**config.mk**
```make
export PLATFORM = sky130hd
export DESIGN_NAME = serial_pattern_tx
export DESIGN_NICKNAME = d
export VERILOG_FILES = /design/src/rtl/serial_pattern_tx.sv
export SDC_FILE = /design/constraint.sdc
export NUM_CORES = 1
export LEC_CHECK = 0
export ABC_AREA = 1
export CORE_AREA = 4 4 65 67
export CTS_CLUSTER_DIAMETER = 50
export DETAILED_ROUTE_END_ITERATION = 10
export DIE_AREA = 0 0 69 71
export PLACE_DENSITY = 0.84
export SLEW_MARGIN = 15
export SYNTH_ARGS = -nofsm -noshare
export SYNTH_HDL_FRONTEND = slang
export SYNTH_SLANG_ARGS = --single-unit
```
**constraint.sdc**
```tcl
create_clock -name clk -period 4.46 [get_ports clk]
set_input_delay 0.892 -clock clk [delete_from_list [all_inputs] [get_ports clk]]
set_output_delay 0.892 -clock clk [all_outputs]
set_load 0.02 [all_outputs]
```
**src/rtl/serial_pattern_tx.sv**
```systemverilog
// Serial pattern transmitter for the w line: a word goes out MSB-first,
// optionally repeated, with GAP idle-zero cycles after every copy.
module serial_pattern_tx #(
    parameter int WIDTH = 8,
    parameter int GAP   = 2,
    parameter int REP_W = 4
) (
    input  logic                       clk,
    input  logic                       rst,
    input  logic [WIDTH-1:0]           din,
    input  logic [$clog2(WIDTH+1)-1:0] nbits,
    input  logic [REP_W-1:0]           rep,
    input  logic                       valid,
    output logic                       ready,
    output logic                       w,
    output logic                       busy,
    output logic                       done
);

    localparam int NW = $clog2(WIDTH+1);
    localparam int GW = (GAP > 0) ? $clog2(GAP+1) : 1;

    typedef enum logic [1:0] {IDLE, SHIFT, GAPS, DONE} state_t;

    state_t           state, state_nxt;
    logic [NW-1:0]    n_in, n_q, cnt;
    logic [WIDTH-1:0] word, sreg;
    logic [GW-1:0]    gcnt;
    logic [REP_W-1:0] rcnt;
    logic             take, last_bit, last_gap, copy_end, reload;
    logic             w_nxt, done_nxt;

    assign n_in = (nbits == '0 || nbits > NW'(WIDTH)) ? NW'(WIDTH) : nbits;

    // done is registered one cycle behind the DONE state, so the
    // handshake stays closed until the pulse has gone.
    assign ready = (state == IDLE) && !done;
    assign busy  = (state != IDLE) || done;
    assign take  = valid && ready;

    assign last_bit = (state == SHIFT) && (cnt == NW'(1));
    assign last_gap = (state == GAPS) && (gcnt == GW'(1));
    assign copy_end = (GAP == 0) ? last_bit : last_gap;
    assign reload   = copy_end && (rcnt != '0);

    always_ff @(posedge clk or negedge rst) begin
        if (!rst) begin
            state <= IDLE;
            w     <= 1'b0;
            done  <= 1'b0;
            n_q   <= '0;
            cnt   <= '0;
            word  <= '0;
            sreg  <= '0;
            gcnt  <= '0;
            rcnt  <= '0;
        end else begin
            state <= state_nxt;
            w     <= w_nxt;
            done  <= done_nxt;
            if (take) begin
                n_q  <= n_in;
                cnt  <= n_in;
                rcnt <= rep;
                word <= din << (NW'(WIDTH) - n_in);
                sreg <= din << (NW'(WIDTH) - n_in);
            end else if (reload) begin
                sreg <= word;
                cnt  <= n_q;
                rcnt <= rcnt - REP_W'(1);
            end else if (state == SHIFT) begin
                if (!last_bit) begin
                    sreg <= sreg << 1;
                    cnt  <= cnt - NW'(1);
                end else begin
                    gcnt <= GW'(GAP);
                end
            end else if (state == GAPS && !last_gap) begin
                gcnt <= gcnt - GW'(1);
            end
        end
    end

    always_comb begin
        state_nxt = state;
        unique case (state)
            IDLE:  if (take) state_nxt = SHIFT;
            SHIFT: begin
                if (last_bit) begin
                    if (GAP > 0)      state_nxt = GAPS;
                    else if (reload)  state_nxt = SHIFT;
                    else              state_nxt = DONE;
                end
            end
            GAPS:  if (last_gap) state_nxt = reload ? SHIFT : DONE;
            DONE:  state_nxt = IDLE;
            default: state_nxt = IDLE;
        endcase
    end

    always_comb begin
        w_nxt    = 1'b0;
        done_nxt = 1'b0;
        unique case (state)
            SHIFT:   w_nxt    = sreg[WIDTH-1];
            DONE:    done_nxt = 1'b1;
            default: ;
        endcase
    end

endmodule

```
Word level (Yosys, flattened, before mapping):

Cells that the tools add are included.

* register bits: 34
* bits of input ports: 19
* output and inout bits: 4

* shift operators: 1
* $add $sub $neg: 4
* reductions and logical operators: 20
* bitwise operators: 2
* magnitude comparators: 1
* eq/ne operators: 9
* mux-type cells: 20

Operators by type and width (number)
* two-way mux 8 bit: 4
* two-way mux 4 bit: 7
* two-way mux 2 bit: 6
* case mux 2 bit (4 select lines): 1
* left shift 8 x 4 -> 8 bit: 1
* subtractor 4 x 1 -> 4 bit (second input constant): 2
* logical AND 1 bit: 6
* != test 2 bit (second input constant): 3
* nonzero test 2 bit: 3
* equality test 2 x 1 -> 1 bit (second input constant): 2
* equality test 2 bit (second input constant): 2
* equality test 4 x 1 -> 1 bit (second input constant): 1
* > comparator 4 bit (second input constant): 1
* logical NOT 4 bit: 1
* AND reduction 4 bit: 1
* nonzero test 4 bit: 1
* subtractor 4 bit (first input constant): 1
* != test 3 x 2 -> 1 bit (second input constant): 1
* AND reduction 3 bit: 1
* nonzero test 3 bit: 1
* logical NOT 1 bit: 2
* logical NOT 2 bit: 1
* logical OR 1 bit: 2
* two-way mux 1 bit: 2
* other kinds (3): 4

Depth between registers and ports, before layout:

Gate-level depths: netlist of the first run.

* word-level depth: 6
* depth in mapped cells: 14
* mapped depth without buffers: 13

Least setup slack after synthesis of the first run:

No wires, ideal clock.

* path type: input to register
* start point: input nbits[0]
* end point: register sreg[4]
* arrival: 2411 ps
* setup slack: 1929 ps
* stages on the path: 12
* path buffers: 2
* path through: buf_6 nor2_4 nand2_2 nand2_4 buf_12 nand3_1 ha_1 clkinv_1 nand3_1 a21oi_1 nand2_1 a21oi_2

* cells in the longest elaborated chain, start to end: 6
* elaborated cells on any way between the ends: 7
* those cells by class: 1 x add/sub; 1 x order compare; 1 x shift; 2 x mux; 2 x reduce/logical

RTL lines
* start, declared: line 11 `input logic [$clog2(WIDTH+1)-1:0] nbits,`
* > comparator 4 bit / logical NOT 4 bit (equally long branches): line 33 `assign n_in = (nbits == '0 || nbits > NW'(WIDTH)) ? NW'(WIDTH) : nbits;`
* logical OR 1 bit: line 33
* two-way mux 4 bit *: line 33
* subtractor 4 bit *: line 66 `sreg <= din << (NW'(WIDTH) - n_in);`
* left shift 8 x 4 -> 8 bit *: line 66
* two-way mux 8 bit *: line 61 `if (take) begin`
* end signal, assigned: line 66
* end signal, assigned: line 68 `sreg <= word;`
* end signal, assigned: line 73 `sreg <= sreg << 1;`
* end, declared: line 27 `logic [WIDTH-1:0] word, sreg;`

Mark *: on every way between the ends. The rest lies on a longest branch, timed or not.
A chain may end at the register's enable or synchronous reset.

Final worst setup path of the first run:

* start point: input nbits[0]
* end point: register word[5]

* cells in the longest elaborated chain, start to end: 5
* elaborated cells on any way between the ends: 6
* those cells by class: 1 x add/sub; 1 x order compare; 1 x shift; 1 x mux; 2 x reduce/logical

RTL lines
* > comparator 4 bit / logical NOT 4 bit (equally long branches): line 33
* logical OR 1 bit: line 33
* two-way mux 4 bit *: line 33
* subtractor 4 bit *: line 65 `word <= din << (NW'(WIDTH) - n_in);`
* left shift 8 x 4 -> 8 bit *: line 65
* end signal, assigned: line 65
* end, declared: line 27

Marked as above.

==> results of run 1 <==
-- worst max-delay path: stages --
cell and delay (ns):
sky130_fd_sc_hd__clkdlybuf4s50_1 0.83, sky130_fd_sc_hd__nor2_4 0.09, sky130_fd_sc_hd__nand2_2 0.24, sky130_fd_sc_hd__nand3_4 0.18
sky130_fd_sc_hd__ha_1 0.47, sky130_fd_sc_hd__clkinv_1 0.28, sky130_fd_sc_hd__nand2_1 0.15, sky130_fd_sc_hd__nand3_1 0.08
sky130_fd_sc_hd__nand2_1 0.11, sky130_fd_sc_hd__o21ai_0 0.11
-- layer usage --
metal  GRT usage, %  wire length (um)
met1           26.3              2100
met2           34.0              2170
met3           3.41               191
met4           8.24               122
met5              0                 0
-- power by group through the flow --
| stage | Combinational, mW | Sequential (mW) | Clock [mW] |
|---|---|---|---|
| after floorplan | 0.603 | 0.524 | 0 |
| after global placement | 0.736 | 0.529 | 0 |
| after detailed placement | 0.766 | 0.535 | 0 |
| after CTS | 0.773 | 0.531 | 0.280 |
| after global routing | 0.877 | 0.550 | 0.298 |
| final | 0.768 | 0.531 | 0.279 |
-- layout make-up --
class | count | area (sq um) | area share, %
flip-flops and latches | 34 | 851 | 34.2
inverters | 41 | 154 | 6.19
repair buffers | 23 | 228 | 9.16
clock buffers | 7 | 76.3 | 3.07
clock inverters | 1 | 30.0 | 1.21
multi-input cells | 185 | 1090 | 43.7
well taps | 48 | 60.1 | 2.42
-- placed cells by master (no fill, tap or decap), drive strengths merged --
cell type,synthesis,layout
dfrtp,34,34
nand3,28,28
o21ai,22,22
a21oi,15,15
or2,1,1
bufinv,0,1
a22oi,5,5
nand4,10,10
nand2,65,65
ha,5,5
nor2,22,22
buf,9,1
o31ai,1,1
o211ai,3,3
a31oi,3,3
nor3,3,3
xor2,1,1
a2bb2oi,1,1
inv,40,40
clkinv,1,1
clkbuf,0,7
clkdlybuf4s50,0,22
-- sequential cells by signal, indices dropped and copies added (netlist names) --
name   cells
done       1
sreg       8
rcnt       4
state      2
gcnt       2
w          1
cnt        4
n_q        4
word       8
-- per-stage QoR --
| stage | hold slack, ns | setup WS (ns) | cells | total power [mW] | util, % |
|---|---|---|---|---|---|
| finish | 0.477 | 1.20 | 339 | 1.58 | 68.4 |
| global route | 0.508 | 0.952 | 339 | 1.72 | 68.4 |
| CTS | 0.480 | 1.19 | 339 | 1.58 | 68.4 |
| detailed placement | 0.461 | 0.888 | 331 | 1.30 | 65.5 |
| global placement | 0.458 | 1.02 | 331 | 1.26 | 65.5 |
| floorplan | 0.443 | 1.93 | 269 | 1.13 | - |
-- cell families (layout without fill, tap and decap cells) --
logic type      count (synthesis)  in the layout  share of synthesized area, %
simple gates                  129            129                          32.0
compound gates                 50             50                          13.7
buf+inv                        50             72                          11.2
flops                          34             34                          39.0
fa+ha+maj                       5              5                          2.87
xor+xnor                        1              1                          1.26
-- how the worst max path moves through the flow --
stage	from	to	slack (ns)	cells past startpoint
6_report	nbits[0]	word[5]	1.20	10
5_1_grt	nbits[0]	sreg[7]	0.95	11
4_1_cts	nbits[0]	word[5]	1.19	10
3_5_place_dp	nbits[0]	word[5]	0.89	10
3_3_place_gp	nbits[0]	sreg[7]	1.02	11
2_1_floorplan	nbits[0]	sreg[4]	1.93	12
==> flow_metrics.env, run 1 <==
export IMPL_synth_cell_type_count=35
export IMPL_setup_tns_final_ns=0
export IMPL_outcome="finished clean"
export IMPL_max_slew_worst_pin_slew_ns=0.560
export IMPL_worst_path_max_fanout=11
export IMPL_drive_gt1_share_pct=13.7
export IMPL_core_area_sq_um=3630
export IMPL_yosysWarnings=0
export IMPL_ctsLongestPathBuffers=2
export IMPL_placementRows=22
export IMPL_worst_r2r_cell_count=11
export IMPL_viasPerCell=5.48
export IMPL_timing_max_cap_violations=0
export IMPL_finalHoldViolations=0
export IMPL_clk_transition_reported_paths_ns=0.07
export IMPL_tritoncts="built"
export IMPL_start_kind="primary input"
export IMPL_cell_taking_the_most_area_after_synthesis="sky130_fd_sc_hd__dfrtp_1"
export IMPL_clk_latency_ns=0.28
export IMPL_tritoncts_num_sinks=34
export IMPL_timing_reg2reg_setup_slack_ns=2.22
export IMPL_fp_dieH_um=71
export IMPL_global_route_overflow_total=0
export IMPL_maxSlewViolCount=0
export IMPL_clock_power_share_pct=17.7
export IMPL_synth_top_area_share_pct=39.0
export IMPL_fp_dieW_um=69
export IMPL_post_cts_resize_count=0
export IMPL_timing_final_crit_period_ns=3.26
export IMPL_static_leakage_power_nw=1.19
export IMPL_first_global_vias=1788
export IMPL_internal_power_uw=910
export IMPL_powerDensity_nw_per_um2=635
export IMPL_synth_area_top_cells="sky130_fd_sc_hd__dfrtp_1 (39%), sky130_fd_sc_hd__nand2_1 (9.8%), sky130_fd_sc_hd__inv_1 (6.2%)"
export IMPL_detail_route_first_pass_iterations=4
export IMPL_critical_path_required_time_ns=4.61
export IMPL_final_period_utilization_pct=73.2
export IMPL_startpoint_of_the_worst_register_to_register_path="rcnt[0]"
export IMPL_worstSetupEndpointType="register"
export IMPL_postSynthNetCount=293
export IMPL_cts_hold_buffers_added=0
export IMPL_power_net_switching_uw=668
export IMPL_rsz_0062_raised_after_global_routing="false"
export IMPL_setup_viol=0
export IMPL_route_vias_total=1858
export IMPL_comb_power_share_pct=48.7
export IMPL_synthFlopType="sky130_fd_sc_hd__dfrtp_1"
export IMPL_min_to="n_q[0]"
export IMPL_final_antenna_diode_count=0
export IMPL_flow_area_growth_from_synthesis_pct=13.9
export IMPL_grt_pass1_wl_um=8130
export IMPL_layout_cell_area_excl_fill_sq_um=2480
export IMPL_avgSynthCellArea_sq_um=8.11
export IMPL_share_seq_of_total_power_pct=33.7
export IMPL_antenna_violations_before_repair=0
export IMPL_power_ir_vdd_worst_uv=281
export IMPL_synth_enable_flop_cells=0
export IMPL_syn_area_sq_um=2180
export IMPL_cell_area_reported_after_detailed_placement_sq_um=2380
export IMPL_synth_cells_most_frequent="sky130_fd_sc_hd__nand2_1 (57), sky130_fd_sc_hd__inv_1 (36), sky130_fd_sc_hd__dfrtp_1 (34)"
export IMPL_timing_max_slew_rel_slack_pct=62.5
export IMPL_final_nets=314
export IMPL_fin_skew_ns=0.00495
export IMPL_initial_core_util_pct=60.0
export IMPL_gr_usage_all_layers_pct=20.3
export IMPL_fillCellCount=333
export IMPL_post_synth_top_count_cell="sky130_fd_sc_hd__nand2_1"
export IMPL_synthCells=269
export IMPL_route_detailed_drc=0
export IMPL_reg2reg_to="sreg[1]"
export IMPL_power_switching_share_pct=42.3
export IMPL_level_count_of_the_clock_h_tree=2
export IMPL_port_buffers=22
export IMPL_min_delay_start="n_q[0]"
export IMPL_ant_nets=0
export IMPL_ys_seq_area_share_pct=39.0
export IMPL_largest_net_degree_at_the_start_of_global_routing=35
export IMPL_gp_congestion=0.912
export IMPL_post_cts_repair_setup_buffers=0
export IMPL_cts_buffers_inserted=5
export IMPL_min_delay_path_class="register to register"
export IMPL_timing_fmax_mhz=306
export IMPL_io_pins=23
export IMPL_floorplan_die_area_sq_um=4900
export IMPL_cp_arrival_ns=3.42
export IMPL_synth_async_sr_flop_share_pct=100
export IMPL_yosys_reg_bits=34
export IMPL_detailed_placement_hpwl_um=3450
export IMPL_route_final_wire_length_um=4580
export IMPL_wire_per_inst_um=13.5
export IMPL_clock_root_buffer="sky130_fd_sc_hd__clkbuf_8"
export IMPL_worst_setup_path_type="primary input to register"
export IMPL_drt_first_iter_violations=119
export IMPL_worst_hold_path_depth=2
Power figures use the tool's default switching activity.
==> run 2: changes to the inputs <==
--- a/config.mk
+++ b/config.mk
@@ -6,11 +6,11 @@
 export NUM_CORES = 1
 export LEC_CHECK = 0
 export ABC_AREA = 1
-export CORE_AREA = 4 4 65 67
+export CORE_AREA = 4 4 71 73
 export CTS_CLUSTER_DIAMETER = 50
 export DETAILED_ROUTE_END_ITERATION = 10
-export DIE_AREA = 0 0 69 71
-export PLACE_DENSITY = 0.84
+export DIE_AREA = 0 0 75 77
+export PLACE_DENSITY = 0.75
 export SLEW_MARGIN = 15
 export SYNTH_ARGS = -nofsm -noshare
 export SYNTH_HDL_FRONTEND = slang
==> constraint.sdc (replaced) <==
create_clock -name clk -period 2.8 [get_ports clk]
set_input_delay 0.56 -clock clk [delete_from_list [all_inputs] [get_ports clk]]
set_output_delay 0.56 -clock clk [all_outputs]
set_load 0.02 [all_outputs]
==> run 2 against run 1 <==
First-iteration DRC count rose by 14%; hold slack improved by 0.0063 ns; die area up 18%; largest power group unchanged; sequential power grew 59%; clock-buffer cell count is 2 lower.
==> flow_metrics.env, run 2 (synthesized netlist as in run 1, its figures left out) <==
export IMPL_outcome="finished clean"
export IMPL_met1_use_gr_pct=20.9
export IMPL_clk_transition_reported_paths_ns=0.07
export IMPL_drive_gt1_share_pct=15.9
export IMPL_timing_fmax_mhz=433
export IMPL_reg_top3="sreg: 8 flops, word: 8 flops"
export IMPL_level_count_of_the_clock_h_tree=2
export IMPL_viasPerCell=5.22
export IMPL_layout_area_seq_sq_um=851
export IMPL_fillCellCount=395
export IMPL_clock_root_buffer="sky130_fd_sc_hd__clkbuf_8"
export IMPL_static_leakage_power_nw=1.22
export IMPL_detailed_placement_hpwl_um=3320
export IMPL_fin_skew_ns=0.00846
export IMPL_critical_path_most_common_cell="sky130_fd_sc_hd__nand3_1"
export IMPL_gp_congestion=0.875
export IMPL_cts_buffers_inserted=5
export IMPL_setup_viol=0
export IMPL_critical_path_required_time_ns=3.02
export IMPL_global_route_overflow_total=0
export IMPL_detail_route_first_pass_iterations=4
export IMPL_timing_max_slew_rel_slack_pct=71.1
export IMPL_start_kind="primary input"
export IMPL_final_antenna_diode_count=0
export IMPL_grt_busiest_layer="met2"
export IMPL_clk_latency_ns=0.28
export IMPL_tritoncts_num_sinks=34
export IMPL_critPathSlowestCell="sky130_fd_sc_hd__clkdlybuf4s50_1"
export IMPL_cts_hold_buffers_added=0
export IMPL_drt_first_iter_violations=136
export IMPL_multi_input_comb_area_sq_um=1090
export IMPL_timing_final_crit_period_ns=2.31
export IMPL_min_delay_path_class="register to register"
export IMPL_io_pins=23
export IMPL_ant_nets=0
export IMPL_first_global_vias=1758
export IMPL_route_vias_total=1817
export IMPL_worst_setup_path_type="primary input to register"
export IMPL_fp_dieW_um=75
export IMPL_flow_area_growth_from_synthesis_pct=16.0
export IMPL_final_period_utilization_pct=82.6
export IMPL_antenna_violations_before_repair=0
export IMPL_power_ir_vdd_worst_uv=327
export IMPL_ctsLongestPathBuffers=2
export IMPL_timing_max_cap_violations=0
export IMPL_fp_dieH_um=77
export IMPL_layout_commonest_cell="sky130_fd_sc_hd__nand2_1"
export IMPL_final_nets=319
export IMPL_use_met3_pct=2.88
export IMPL_post_cts_resize_count=0
export IMPL_layout_cells_most_common_list="sky130_fd_sc_hd__nand2_1 (57), sky130_fd_sc_hd__inv_1 (36), sky130_fd_sc_hd__dfrtp_1 (34), sky130_fd_sc_hd__nand3_1 (23), sky130_fd_sc_hd__clkdlybuf4s50_1 (22)"
export IMPL_wire_per_inst_um=12.7
export IMPL_initial_core_util_pct=50.1
export IMPL_utilization_of_the_core_after_routing_pct=58.1
export IMPL_placedCellCount=340
export IMPL_groute_layer_met2_usage_pct=28.8
export IMPL_floorplan_die_area_sq_um=5780
export IMPL_cp_arrival_ns=2.53
export IMPL_gr_usage_all_layers_pct=16.8
export IMPL_largest_net_degree_at_the_start_of_global_routing=35
export IMPL_grt_pass1_wl_um=7690
export IMPL_crit_path_max_incr_delay_ns=0.56
export IMPL_port_buffers=22
export IMPL_setup_tns_final_ns=0
export IMPL_placementRows=24
export IMPL_core_area_sq_um=4350
export IMPL_max_slew_worst_pin_slew_ns=0.434
export IMPL_worst_path_max_fanout=10
export IMPL_post_cts_repair_setup_buffers=0
export IMPL_powerDensity_nw_per_um2=986
export IMPL_tritoncts="built"
export IMPL_rsz_0062_raised_after_global_routing="false"
export IMPL_final_hold_worst_slack_ns=0.483
export IMPL_timing_critical_path_cells="clkdlybuf4s50_1, nor2_1, nand2_2, nand3_4, ha_1, clkinv_1, nand3_1, nand3_2, nand3_1, nand2_1, inv_1"
export IMPL_maxSlewViolCount=0
export IMPL_worstSetupEndpointType="register"
export IMPL_final_instance_count_excl_fillers=348
export IMPL_route_final_wire_length_um=4430
export IMPL_finalHoldViolations=0
export IMPL_route_detailed_drc=0
run 2: cell types whose count changed in the layout (fill, tap and decap cells not counted):
cell	previous run	this run
sky130_fd_sc_hd__clkbuf_1	2	0
sky130_fd_sc_hd__clkinv_2	0	2
sky130_fd_sc_hd__buf_4	1	6
run 2: metrics by stage:
stage / area (sq um) / setup WS (ns) / total power, mW
global placement: 2420 / 0.223 / 2.02
global route: 2530 / 0.290 / 2.72
floorplan: 2180 / 0.601 / 1.80
CTS: 2530 / 0.471 / 2.52
detailed placement: 2420 / 0.168 / 2.06
finish: 2530 / 0.489 / 2.50
run 2: final timing paths:
kind                            startpoint       to  slack, ns  depth (start not counted)
worst min-delay path               sreg[7]        w       0.48                          2
min in group asynchronous              rst  rcnt[0]       0.68                          2
worst min register to register     sreg[7]        w       0.48                          2
max in group asynchronous              rst  sreg[7]       1.80                          2
worst max-delay path              nbits[3]  sreg[7]       0.49                         11
worst max register to register     rcnt[0]  gcnt[1]       0.83                         11
run 2: metal layers:
metal | up-vias | share of wire (%)
met5 | - | 0
met4 | 0 | 1.4
met3 | 6 | 3.7
met2 | 31 | 49
met1 | 847 | 45
li1 | 933 | -
run 2: layout make-up:
cell class	count	share of cell area, %
flip-flops and latches	34	33.6
well taps	52	2.57
multi-input cells	185	42.9
repair buffers	28	10.5
clock buffers	5	2.72
clock inverters	3	1.58
inverters	41	6.08
run 2: power by group:
part           internal (mW)  switching, mW  leakage, nW  total [mW]
clock network          0.262          0.182       0.0579       0.444
registers              0.726          0.117        0.414       0.843
logic                  0.462          0.746        0.747        1.21
run 2: critical path, delay by kind of cell:
family / cells / cell delay, ns
adder cells (fa/ha/maj): 1 / 0.33
buffers and inverters: 3 / 0.82
AND/OR/NAND/NOR: 7 / 0.82
